[config.mk]
export PLATFORM = sky130hd
export DESIGN_NAME = hazard_ctrl
export DESIGN_NICKNAME = d
export VERILOG_FILES = /design/src/rtl/hazard_ctrl.sv
export SDC_FILE = /design/constraint.sdc
export NUM_CORES = 1
export LEC_CHECK = 0
export BUFFER_PORTS_ARGS = -buffer_cell sky130_fd_sc_hd__buf_2
export CELL_PAD_IN_SITES_DETAIL_PLACEMENT = 1
export CELL_PAD_IN_SITES_GLOBAL_PLACEMENT = 1
export CORE_AREA = 5 5 42 44
export DETAILED_ROUTE_END_ITERATION = 10
export DIE_AREA = 0 0 47 49
export PLACE_DENSITY = 0.6
export SLEW_MARGIN = 10
export SYNTH_ARGS = -nofsm -noshare
export SYNTH_HDL_FRONTEND = slang
export SYNTH_SLANG_ARGS = --single-unit
[constraint.sdc]
create_clock -name clk -period 1.5 [get_ports clk]
set_input_delay 0.375 -clock clk [delete_from_list [all_inputs] [get_ports clk]]
set_output_delay 0.375 -clock clk [all_outputs]
set_load 0.005 [all_outputs]
[src/rtl/hazard_ctrl.sv]
// ============================================================================
//  Module      : hazard_ctrl
//  Description : Stateful pipeline hazard controller. Handles load-use stalls
//                of LOAD_LAT cycles, branch flushes of FLUSH_CYC cycles and a
//                global memory-busy freeze of the front end.
//  Revision    : 1.0 - initial release
// ============================================================================
`default_nettype none

module hazard_ctrl #(
  parameter int REG_AW    = 2,
  parameter int LOAD_LAT  = 1,
  parameter int FLUSH_CYC = 1
) (
  input  logic              clk,
  input  logic              rst_n,
  input  logic [REG_AW-1:0] if_id_ra,
  input  logic [REG_AW-1:0] if_id_rb,
  input  logic              ra_used,
  input  logic              rb_used,
  input  logic [REG_AW-1:0] id_ex_rd,
  input  logic              id_ex_mem_read,
  input  logic              BT,
  input  logic              mem_busy,
  output logic              pc_en,
  output logic              if_id_en,
  output logic              id_ex_en,
  output logic              if_id_flush,
  output logic              id_ex_flush,
  output logic              hu_busy
);

  // Counters cover the full 1..15 legal range of both length parameters.
  localparam int CNT_W = $clog2(16);

  // Values loaded on entry; the entry cycle itself is the first stalled or
  // flushed cycle, so the remaining count is one less than the length.
  localparam logic [CNT_W-1:0] LOAD_RELOAD  = CNT_W'(LOAD_LAT - 1);
  localparam logic [CNT_W-1:0] FLUSH_RELOAD = CNT_W'(FLUSH_CYC - 1);

  typedef enum logic [1:0] {
    RUN    = 2'd0,
    LSTALL = 2'd1,
    FLUSH  = 2'd2
  } state_t;

  state_t           state_q, state_d;
  logic [CNT_W-1:0] lcnt_q, lcnt_d;
  logic [CNT_W-1:0] fcnt_q, fcnt_d;
  logic             haz_w;

  // Load-use hazard, qualified by whether ID actually reads each operand.
  assign haz_w = id_ex_mem_read &
                 ((ra_used & (id_ex_rd == if_id_ra)) |
                  (rb_used & (id_ex_rd == if_id_rb)));

  // State and counter registers with synchronous active-low reset.
  always_ff @(posedge clk) begin
    if (!rst_n) begin
      state_q <= RUN;
      lcnt_q  <= '0;
      fcnt_q  <= '0;
    end else begin
      state_q <= state_d;
      lcnt_q  <= lcnt_d;
      fcnt_q  <= fcnt_d;
    end
  end

  // Next-state and output decode; priority is reset, freeze, branch, stall.
  always_comb begin
    state_d     = state_q;
    lcnt_d      = lcnt_q;
    fcnt_d      = fcnt_q;
    pc_en       = 1'b1;
    if_id_en    = 1'b1;
    id_ex_en    = 1'b1;
    if_id_flush = 1'b0;
    id_ex_flush = 1'b0;
    hu_busy     = (state_q != RUN);

    if (!rst_n) begin
      pc_en       = 1'b0;
      if_id_en    = 1'b0;
      id_ex_en    = 1'b0;
      if_id_flush = 1'b1;
      id_ex_flush = 1'b1;
      hu_busy     = 1'b0;
    end else if (mem_busy) begin
      // Whole front end frozen; state and counters hold so a pending BT or
      // stall continues once memory is ready again.
      pc_en    = 1'b0;
      if_id_en = 1'b0;
      id_ex_en = 1'b0;
    end else if (BT) begin
      // A taken branch overrides any stall and (re)starts the flush window.
      if_id_flush = 1'b1;
      id_ex_flush = 1'b1;
      lcnt_d      = '0;
      if (FLUSH_CYC > 1) begin
        state_d = FLUSH;
        fcnt_d  = FLUSH_RELOAD;
      end else begin
        state_d = RUN;
        fcnt_d  = '0;
      end
    end else begin
      case (state_q)
        RUN: begin
          if (haz_w) begin
            pc_en       = 1'b0;
            if_id_en    = 1'b0;
            id_ex_flush = 1'b1;
            if (LOAD_LAT > 1) begin
              state_d = LSTALL;
              lcnt_d  = LOAD_RELOAD;
            end
          end
        end
        LSTALL: begin
          // Stall continues regardless of haz: the load has already left EX.
          pc_en       = 1'b0;
          if_id_en    = 1'b0;
          id_ex_flush = 1'b1;
          if (lcnt_q <= 1) begin
            state_d = RUN;
            lcnt_d  = '0;
          end else begin
            lcnt_d = lcnt_q - 1'b1;
          end
        end
        FLUSH: begin
          // Hazard detection suppressed; the instructions being fetched are
          // wrong-path and get flushed anyway.
          if_id_flush = 1'b1;
          id_ex_flush = 1'b1;
          if (fcnt_q <= 1) begin
            state_d = RUN;
            fcnt_d  = '0;
          end else begin
            fcnt_d = fcnt_q - 1'b1;
          end
        end
        default: begin
          state_d = RUN;
          lcnt_d  = '0;
          fcnt_d  = '0;
        end
      endcase
    end
  end

endmodule

`default_nettype wire
==> impl_metrics.tcl, run 1 <==
set metrics [dict create \
    drtAntennaViolNets 0 \
    p_comb_frac 1.000 \
    cp-end-kind "primary output" \
    critPathMaxFanout 2 \
    leakage_uw 0.000128 \
    rows 14 \
    avgSynthCellArea_um2 6.67 \
    yosys.area_share.simple 0.479 \
    post-route-period-util 0.967 \
    synth_nets 31 \
    fin_cells 49 \
    synth_cell_types 9 \
    holdBufCountCts 0 \
    critPathLaunchType "input pin" \
    synth_top_family_by_area "simple AND/OR/NAND/NOR gates" \
    register_area_um2 0 \
    synth_compound_area_frac 0.0417 \
    drt_iter0_markers 0 \
    clockBufferCount 0 \
    power_frac_seq 0 \
    hold_violations 0 \
    core_area_um2 1400 \
    cap_violations 0 \
    wl_um 463 \
    area_growth_pct 115 \
    setup_viol 0 \
    fp.dieW_um 47 \
    required_ps 1120 \
    seq_cells 0 \
    synth_fa_ha_area_frac 0 \
    vdd_ir_drop_max_uv 67.3 \
    port_buffers 17 \
    p_sw_uw 29.2 \
    first_pass_iters 1 \
    syn_area_um2 120 \
    final.min_clock_period_ps 1450 \
    status "completed" \
    die_h_um 49 \
    fmax_mhz 689 \
    cellInternalPower_uw 40.2 \
    grt_pass1_vias 179 \
    synthesis.yosys.warnings 0 \
    avgRoutedWirePerCell_um 9.45 \
    worstSetupPathType "in2out" \
    gp_congestion 0.626 \
    vias 182 \
    die_area_um2 2300 \
    crit_arrival_ps 1080 \
    drive_above_1_share 0.636 \
    grt_max_degree 4 \
    postSynthCellCount 18 \
    netSwitchingFraction 0.421 \
    synth-xor-area-share 0.292 \
    grtUsageTotal 0.0351 \
    dp.cells 49 \
    cp-startpoint "if_id_ra[0]" \
    clock_power_share 0 \
    post-route-util 0.184 \
    antenna_found_initial 0 \
    n_antenna_cell 0 \
    synthMuxAreaShare 0 \
    grt_pass1_wl_um 648 \
    cts_setup_buffers 0 \
    power.density_nw_per_um2 269 \
    drc 0 \
    grt-ovfl-total 0 \
    nNetsFinal 48 \
    hp-class "in2out" \
    finalMaxSlewViolations 0 \
    n_fill_cell 177 \
    vias_per_cell 3.71 \
    start_util 0.0857 \
    ys_seq_area_frac 0 \
    io-pin-count 19 \
    critPathCapture "if_id_en" \
]
==> layer usage <==
metal,wire (um),global-route usage,vias to the layer above,share of wire
li1,-,-,90,-
met1,131,0.0392,79,0.28
met2,231,0.0679,13,0.50
met3,100,0.00738,0,0.22
met4,0,0,0,0
met5,0,0,-,0
==> power by group through the flow <==
stage / Sequential, uW / Clock (uW) / Combinational [uW]
2_1_floorplan: 0 / 0 / 26.9
3_3_place_gp: 0 / 0 / 52.7
5_1_grt: 0 / 0 / 76.3
6_report: 0 / 0 / 69.4
3_5_place_dp: 0 / 0 / 53.9
4_1_cts: 0 / 0 / 58.9
==> worst min-delay path by stage <==
stage	slack, ps	cells past startpoint	start	endpoint
floorplan	790	1	mem_busy	id_ex_en
global placement	1020	3	mem_busy	id_ex_en
detailed placement	1020	3	mem_busy	id_ex_en
CTS	1020	3	mem_busy	id_ex_en
global route	1030	3	mem_busy	id_ex_en
finish	1010	3	mem_busy	id_ex_en
==> cell usage in the layout, fill, tap and decap left out <==
cell type | synthesis | final
buf_2 | 0 | 16
and3_1 | 1 | 1
xnor2_2 | 0 | 3
buf_6 | 0 | 1
inv_1 | 1 | 1
xnor2_4 | 0 | 1
o21ai_0 | 1 | 1
conb_1 | 1 | 1
nand3b_1 | 1 | 1
nand4_1 | 4 | 4
nor2b_1 | 3 | 3
==> what timing repair did <==
action	CTS	global route
gates resized for setup	2	5
pin swaps	0	6
setup endpoints to repair	2	2
==> synthesized netlist by cell type <==
| master | number | share of area |
|---|---|---|
| and3_1 | 1 | 0.052 |
| conb_1 | 1 | 0.031 |
| nand3b_1 | 1 | 0.063 |
| nor2b_1 | 3 | 0.16 |
| inv_1 | 1 | 0.031 |
| xnor2_1 | 4 | 0.29 |
| nand4_1 | 4 | 0.21 |
| buf_4 | 2 | 0.12 |
| o21ai_0 | 1 | 0.042 |
==> stage by stage <==
| stage | hold slack (ps) | worst slack (ps) | total power, uW | area (um2) | TNS (ps) |
|---|---|---|---|---|---|
| 3_5_place_dp | 1020 | -33.6 | 53.9 | 210 | -67.1 |
| 4_1_cts | 1020 | 3.79 | 58.9 | 225 | 0 |
| 3_3_place_gp | 1020 | -14.9 | 52.7 | 210 | -29.1 |
| 6_report | 1010 | 49.2 | 69.4 | 258 | 0 |
| 5_1_grt | 1030 | -3.80 | 76.3 | 258 | -3.80 |
| 2_1_floorplan | 785 | 159 | 26.9 | 120 | 0 |
==> worst max-delay path, cell delays in order <==
cell	delay [ps]
buf_2	110
xnor2_2	170
nand4_1	100
and3_1	190
buf_2	120
==> cell type report <==
class	instances	area, um2	area share
multi-input combinational	15	143	0.553
tap	16	20.0	0.0777
inverter	1	3.75	0.0146
timing repair buffer	17	91.3	0.354
==> cell families (layout without fill, tap and decap cells) <==
| logic type | count (synthesis) | after routing |
|---|---|---|
| compound gates | 1 | 1 |
| xor+xnor | 4 | 4 |
| simple gates | 9 | 9 |
| other cells | 1 | 1 |
| buf+inv | 3 | 18 |
Note: power is estimated with default switching activity, not from simulation.
==> inputs of run 2 (changes only) <==
- clock period: 1.5 -> 1.4 ns (I/O delays scaled with it)
==> run 2 against run 1 <==
Core utilization up 3.3 points. Combinational power up 31%. Via count unchanged. Critical endpoint unchanged. Largest cell class unchanged.
==> impl_metrics.tcl, run 2 (synthesized netlist as in run 1, its figures left out) <==
set metrics [dict create \
    drc 0 \
    hold_path_depth 3 \
    io-pin-count 19 \
    cts_setup_buffers 0 \
    final.min_clock_period_ps 1390 \
    vias_per_cell 3.71 \
    grt-ovfl-total 0 \
    die_h_um 49 \
    avgRoutedWirePerCell_um 9.20 \
    grtUsageMet1 0.0371 \
    status "completed" \
    vdd_ir_drop_max_uv 68.1 \
    wl_um 451 \
    area_growth_pct 153 \
    holdBufCountCts 0 \
    setup_viol 0 \
    grt_pass1_wl_um 552 \
    met2_usage 0.0566 \
    rows 14 \
    grtUsageTotal 0.0295 \
    register_area_um2 0 \
    grt_pass1_vias 155 \
    grt_use_met3 0 \
    hpwl_um 427 \
    post-route-util 0.217 \
    first_pass_iters 1 \
    fin_area_um2 304 \
    crit_arrival_ps 1040 \
    final_cell_mix "buf_2 (13), nand4_1 (4), buf_6 (3)" \
    power.density_nw_per_um2 299 \
    start_util 0.0857 \
    vias 182 \
    core_area_um2 1400 \
    rsz0062_at_grt "true" \
    hold_violations 0 \
    pre_cts_slack_ps -69.1 \
    dpl_cell_area_um2 210 \
    cap_violations 0 \
    min-delay-start "mem_busy" \
    drt_iter0_markers 0 \
    port_buffers 17 \
    final_common_cell "buf_2" \
    leakage_uw 0.000138 \
    gp_congestion 0.644 \
    required_ps 1050 \
    critPathMaxFanout 2 \
    fp.dieW_um 47 \
    drive_above_1_share 0.697 \
    antenna_found_initial 0 \
    worstSetupPathType "in2out" \
    seq_cells 0 \
    nNetsFinal 48 \
    drtAntennaViolNets 0 \
    hp-class "in2out" \
    setup_ws_ps 12.8 \
    cp-end-kind "primary output" \
    critPathLaunchType "input pin" \
    clockBufferCount 0 \
    finalMaxSlewViolations 0 \
    worstHoldEndpoint "id_ex_en" \
    die_area_um2 2300 \
    post-route-period-util 0.991 \
    grt_max_degree 4 \
    n_antenna_cell 0 \
    fin_tns_setup_ps 0 \
    fmax_mhz 721 \
    globalRoute.busiestLayer "met2" \
]
[run 2: how the worst max path moves through the flow]
stage	startpoint	to	slack [ps]
2_1_floorplan	id_ex_rd[1]	pc_en	110
3_3_place_gp	id_ex_rd[1]	if_id_en	-70
4_1_cts	if_id_ra[0]	pc_en	3
5_1_grt	id_ex_rd[1]	if_id_en	-20
3_5_place_dp	id_ex_rd[1]	pc_en	-70
6_report	if_id_ra[0]	if_id_en	10
[run 2: metrics by stage]
stage	total power [uW]	hold slack, ps	instances
3_3_place_gp	56.4	965	49
3_5_place_dp	57.5	971	49
4_1_cts	76.1	971	49
6_report	90.8	974	49
2_1_floorplan	28.8	735	18
5_1_grt	98.2	990	49
[run 2: repair_timing]
action	4_1_cts	5_1_grt
resized for setup	8	8
setup endpoints to repair	2	2
pin swaps	5	3
[run 2: per-layer routing]
layer  wire length (um)  up-vias
met5                  0        -
met4                  0        0
met3                 84        0
met1                144       78
met2                221       13
li1                   -       91
[run 2: area by class of cell]
cell class / count / area [um2]
fillers: 174 / 1100
multi-input cells: 15 / 161
repair buffers: 17 / 119
well taps: 16 / 20.0
inverters: 1 / 3.75
[run 2: worst max-delay path, stage by stage]
cell and delay [ps]:
buf_2 110, xnor2_2 160, nand4_1 110, and3_4 200, buf_6 110
[run 2: where the power goes]
group	switching, uW	internal [uW]	total, uW
clock network	0	0	0
logic	34.2	56.6	90.8
registers	0	0	0
total	34.2	56.6	90.8
